--- config.mk ---
export PLATFORM = sky130hd
export DESIGN_NAME = ifetch
export DESIGN_NICKNAME = d
export VERILOG_FILES = /design/src/rtl/ifetch.sv
export SDC_FILE = /design/constraint.sdc
export NUM_CORES = 1
export LEC_CHECK = 0
export CAP_MARGIN = 10
export CORE_ASPECT_RATIO = 1.75
export CORE_MARGIN = 1.5
export CORE_UTILIZATION = 45
export DETAILED_ROUTE_END_ITERATION = 12
export GPL_TIMING_DRIVEN = 0
export PLACE_DENSITY_LB_ADDON = 0.08
export SKIP_LAST_GASP = 1
export SYNTH_ARGS = -nofsm -noshare
export SYNTH_HDL_FRONTEND = slang
export SYNTH_SLANG_ARGS = --single-unit
--- constraint.sdc ---
create_clock -name clock -period 1.6 [get_ports clock]
set_input_delay 0.32 -clock clock [delete_from_list [all_inputs] [get_ports clock]]
set_output_delay 0.32 -clock clock [all_outputs]
set_load 0.01 [all_outputs]
--- src/rtl/ifetch.sv ---
// Instruction fetch unit: one outstanding memory request, 2-entry {pc, instr}
// buffer towards decode, branch flush support.
// Optional build macro IFETCH_PERF_CNT_EN adds the 32-bit fetch_count output.
//
// state | meaning
// IDLE  | no request; waits for a free buffer slot and no flush
// REQ   | imem_req held with imem_addr = pc until granted
// WAIT  | one request granted, waiting for its response
// DROP  | request in flight was flushed; swallow its response

`ifndef PC_ADDR_WIDTH
`define PC_ADDR_WIDTH 32
`endif
`ifndef DATA_WIDTH
`define DATA_WIDTH 32
`endif

module ifetch #(
  parameter int AW = `PC_ADDR_WIDTH,
  parameter int IW = `DATA_WIDTH
) (
  input  logic          clock,
  input  logic          reset,
  input  logic [AW-1:0] pc,
  output logic          pc_advance,
  input  logic          flush,
  output logic          imem_req,
  output logic [AW-1:0] imem_addr,
  input  logic          imem_gnt,
  input  logic          imem_rvalid,
  input  logic [IW-1:0] imem_rdata,
  output logic [IW-1:0] instr,
  output logic [AW-1:0] instr_pc,
  output logic          instr_valid,
  input  logic          instr_ready
`ifdef IFETCH_PERF_CNT_EN
  ,
  output logic [31:0]   fetch_count
`endif
);

  typedef enum logic [1:0] {
    S_IDLE = 2'd0,
    S_REQ  = 2'd1,
    S_WAIT = 2'd2,
    S_DROP = 2'd3
  } state_t;

  state_t               state_q, state_d;
  logic [AW-1:0]        tag_q;
  logic                 tag_load;
  logic [1:0][AW-1:0]   fifo_pc_q;
  logic [1:0][IW-1:0]   fifo_data_q;
  logic                 wr_ptr_q, rd_ptr_q;
  logic [1:0]           count_q;
  logic                 push, pop;

  // Buffer head is presented straight to decode; flush wins over a handshake.
  assign instr_valid = (count_q != 2'd0);
  assign instr       = fifo_data_q[rd_ptr_q];
  assign instr_pc    = fifo_pc_q[rd_ptr_q];
  assign pop         = instr_valid & instr_ready & ~flush;

  // State register.
  always_ff @(posedge clock or negedge reset) begin
    if (!reset) state_q <= S_IDLE;
    else        state_q <= state_d;
  end

  // Next-state and memory-side outputs.
  always_comb begin
    state_d    = state_q;
    imem_req   = 1'b0;
    imem_addr  = '0;
    pc_advance = 1'b0;
    tag_load   = 1'b0;
    push       = 1'b0;
    case (state_q)
      S_IDLE: begin
        // Nothing is outstanding here, so only buffer occupancy matters.
        if (!flush && count_q != 2'd2) state_d = S_REQ;
      end
      S_REQ: begin
        imem_req  = 1'b1;
        imem_addr = pc;
        if (imem_gnt) begin
          // A grant in the flush cycle is still in flight and must be drained.
          pc_advance = 1'b1;
          tag_load   = 1'b1;
          state_d    = flush ? S_DROP : S_WAIT;
        end else if (flush) begin
          state_d = S_IDLE;
        end
      end
      S_WAIT: begin
        if (imem_rvalid) begin
          if (flush) begin
            state_d = S_IDLE;
          end else begin
            push = 1'b1;
            // Buffer holds at most one entry here; after this push a slot
            // stays free if it was empty or its head leaves this cycle.
            state_d = (count_q == 2'd0 || pop) ? S_REQ : S_IDLE;
          end
        end else if (flush) begin
          state_d = S_DROP;
        end
      end
      S_DROP: begin
        if (imem_rvalid) state_d = S_IDLE;
      end
      default: state_d = S_IDLE;
    endcase
  end

  // Address tag of the request in flight.
  always_ff @(posedge clock or negedge reset) begin
    if (!reset)        tag_q <= '0;
    else if (tag_load) tag_q <= pc;
  end

  // Two-entry {pc, instruction} buffer; flush empties it.
  always_ff @(posedge clock or negedge reset) begin
    if (!reset) begin
      fifo_pc_q   <= '0;
      fifo_data_q <= '0;
      wr_ptr_q    <= 1'b0;
      rd_ptr_q    <= 1'b0;
      count_q     <= 2'd0;
    end else if (flush) begin
      wr_ptr_q <= 1'b0;
      rd_ptr_q <= 1'b0;
      count_q  <= 2'd0;
    end else begin
      if (push) begin
        fifo_pc_q[wr_ptr_q]   <= tag_q;
        fifo_data_q[wr_ptr_q] <= imem_rdata;
        wr_ptr_q              <= ~wr_ptr_q;
      end
      if (pop) rd_ptr_q <= ~rd_ptr_q;
      case ({push, pop})
        2'b10:   count_q <= count_q + 2'd1;
        2'b01:   count_q <= count_q - 2'd1;
        default: count_q <= count_q;
      endcase
    end
  end

`ifdef IFETCH_PERF_CNT_EN
  // Counts instructions actually accepted by decode; survives flush.
  always_ff @(posedge clock or negedge reset) begin
    if (!reset)   fetch_count <= '0;
    else if (pop) fetch_count <= fetch_count + 32'd1;
  end
`endif

endmodule

==> parameters.txt <==
Parameter                              Value

Synthesis
  Post-Syn Area per Cell ... 15.14 um^2
  Dominant combinational cell family by area after synthesis ... multiplexers
  Post-Synth XOR/XNOR Area ... 0.3585%
  Cell count after synthesis ... 484
  Portion of the post-synthesis area used by sequential elements ... 56.68%
  Total of flip-flops plus latches after synthesis ... 166
  Simple logic cell fraction of the synthesized area ... 4.303%
  Complex-gate fraction of the synthesized area ... 0.7854%
  Synth Area in Adders ... 0%
  Proportion of synthesized area in mux cells ... 34.93%
  Mapped cell area ... 0.007328 mm^2
  Yosys warns ... 0
  Number of unique standard cell types used by synthesis ... 29
  Number of nets in the synthesized netlist ... 554

Pwr
  Internal power consumption ... 0.01435 W
  Areal power density over the cells ... 1758 mW/mm^2
  Highest ir drop seen on vdd ... 1.220 mV
  Clk network pwr share ... 18.7%
  Leakage ... 5.591 nW
  Share of power burned in registers ... 34.1%
  Combinational share of power ... 47.2%
  Net switching fraction of the power ... 29.98%
  Net switching power of the design ... 0.006144 W

Placement
  Worst slack at placement ... -0.8406 ns
  GPL Wtd Cong ... 0.7786
  Number of input and output port buffers inserted ... 167
  DP HPWL ... 11280 um

Global routing
  Vias in the first global route ... 5690
  Grt total ovfl ... 0
  Wire length of the first global-routing pass ... 30860 um
  Antenna violations before repair ... 0
  Overall routing resource usage ... 24.07%
  Maximum number of pins on one net before global-route repair ... 130

Floorplan
  Core region area ... 0.01588 mm^2
  Vertical die dimension ... 171.8 um
  Count of boundary I/O pins ... 169
  Initial cell density of the core ... 46.16%
  Die area ... 0.01709 mm^2
  Chip Width ... 99.47 um
  Count of standard-cell rows ... 61

Clock network
  Buffer depth of the longest clock path ... 2
  Clock sink count ... 166
  Number of levels the H-tree was split into ... 4
  Clock tree from TritonCTS ... built
  Worst skew pair latency ... 0.42 ns
  CTS clk-pin slew, worst paths ... 0.07 ns
  Clock buffers created by TritonCTS ... 17
  Buffer cell driving the clock tree root ... clkbuf_16

Routing
  Number of design-rule violations left by the first detailed-router iteration ... 85
  Count of vias placed by the detailed router ... 4973
  Routed Antenna Nets ... 0
  Number of iterations in the first detailed-routing pass ... 4
  Final routed wirelength across all metal layers ... 19880 um
  Vias per Instance ... 5.251
  DRC violation count after routing ... 0
  Routed len/inst ... 21.00 um

Timing
  Final period utilization ... 127.5%
  Clock Skews ... 0.009814 ns
  Highest attainable clock frequency ... 490.4 MHz
  RSZ-0062 raised after global routing ... yes
  Number of setup violations in the final report ... 246
  Tightest Pin Transition ... 0.6446 ns
  Worst slack on hold paths ... 0.1064 ns
  Relative slew slack ... 57.03%
  Total count of hold-check failures in the final report ... 0
  Pins over their slew limit ... 0
  Min cycle time layout ... 2.039 ns
  Final setup margin ... -0.4393 ns

Layout
  Most common library cell in the layout ignoring fill and taps ... dfrtp_1
  Total inserted antenna cells ... 0
  Fraction of final layout cells with drive strength greater than 1 ... 64.91%
  Leading cell types in the layout, fill and taps excluded ... dfrtp_1 (166), mux2_2 (124), mux2_4 (100)
  Fillcell total ... 1036
  Number of nets in the layout ... 815
  Area Growth Syn to Fin ... 59.09%
  Seq. cell area ... 0.004154 mm^2
  Multi-input gate area ... 0.003437 mm^2

Worst setup path
  Worst Setup Path Type ... reg2out
  CP arrival ... 1.72 ns
  Required @ worst endpoint ... 1.28 ns
  Origin of the worst setup path ... rd_ptr_q
  Launch point of the worst reg-to-reg path ... state_q[1]
  Highest net fanout along the worst path ... 5
  Startpoint type of the worst setup path ... flip-flop
  Crit path capture type ... output pin

Run
  Max-cap violations ... 0

Worst hold path
  Worst Min Path Start ... flush
  Class of the tightest hold or removal check ... in2reg

Outcome
  Outcome ... finished with violations
  Violated checks ... setup timing
[cell usage after synthesis (all sizes together)]
master   number  area [um^2]
mux2        224         2560
dfrtp       166         4154
and2         32        200.2
buf          22        176.4
clkbuf        7        27.52
nor2          4        15.01
o21ai         4        20.02
and3b         3        26.28
inv           3        11.26
nor2b         3        18.77
nor3          2        10.01
xor2          2        17.52
a21oi         1        5.000
a22o          1        8.760
a2bb2oi       1        8.760
and3          1        6.260
nand2         1        3.750
nand2b        1        6.260
nand3         1        10.01
nor3b         1        12.51
nor4          1        6.260
o21a          1        7.510
o31ai         1        7.510
xnor2         1        8.760
[area by class of cell]
class | count | area share, %
buffer | 22 | 3.563
sequential | 166 | 35.63
timing repair buffer | 248 | 24.45
clock inverter | 13 | 0.9981
clock buffer | 19 | 3.713
tap | 189 | 2.028
multi-input combinational | 287 | 29.48
inverter | 3 | 0.1395
[layer usage]
layer,global-route usage (%),vias to the layer above,part of all wire (%),wire [um]
met5,0,-,0,0
met4,8.757,0,2.1,415
met1,25.72,2581,37,7379
met2,46.13,121,57,11380
li1,-,2246,-,-
met3,4.795,25,3.6,711
[per-stage QoR]
stage          area [um^2]   TNS, ns  util [%]  total power [W]  std cells
2_1_floorplan         7341         0         -          0.01028        484
4_1_cts              11570    -59.07     72.90          0.01993        950
3_3_place_gp          9249  -1147.75     58.26          0.01338        840
6_report             11660    -53.23     73.44          0.02049        947
5_1_grt              11660    -65.75     73.44          0.02150        947
3_5_place_dp          9281   -123.00     58.46          0.01369        841
[sequential cells by signal, summed over array words and instances (netlist names)]
| signal | cells |
|---|---|
| tag_q | 32 |
| state_q | 2 |
| fifo_pc_q | 64 |
| wr_ptr_q | 1 |
| rd_ptr_q | 1 |
| count_q | 2 |
| fifo_data_q | 64 |
[power groups by stage]
stage,Sequential (W),Clock (W),Combinational (W)
4_1_cts,0.00688,0.00391,0.00914
3_3_place_gp,0.00674,0,0.00664
6_report,0.00699,0.00384,0.00966
5_1_grt,0.00717,0.00409,0.0102
2_1_floorplan,0.00657,0,0.00371
3_5_place_dp,0.00691,0,0.00678
[worst max-delay path, stage by stage, from the launching register on]
cell       delay (ns)
dfrtp_1          0.39
clkbuf_16        0.18
buf_6            0.12
buf_8            0.12
mux2_2           0.33
buf_2            0.16
[path summary, 6_finish.rpt]
| path | to | slack, ns | cells after the start |
|---|---|---|---|
| hold / removal | count_q[0] | 0.11 | 2 |
| min in group asynchronous | fifo_data_q[43] | 0.36 | 2 |
| hold reg to reg | fifo_data_q[61] | 0.50 | 1 |
| max in group asynchronous | fifo_pc_q[7] | 0.33 | 3 |
| setup / recovery | instr_pc[7] | -0.44 | 5 |
| setup reg to reg | fifo_data_q[13] | -0.24 | 7 |
[logic make-up after synthesis]
group | after synthesis
xor gates and xnor gates | 3
AOI/OAI and AO/OA | 9
DFF | 166
buffers and inverters | 32
and+or+nand+nor | 50
muxes | 224
[timing repair]
| action | in CTS | in global routing |
|---|---|---|
| cloned | 21 | 2 |
| gates resized for setup | 650 | 90 |
| buffers inserted | 56 | 19 |
| endpoints found under the setup margin | 252 | 260 |
| hold buffers | 1 | 0 |
| endpoints found under the hold margin | 37 | 0 |
| pin swaps | 18 | 4 |
(Power assumes the default switching activity.)
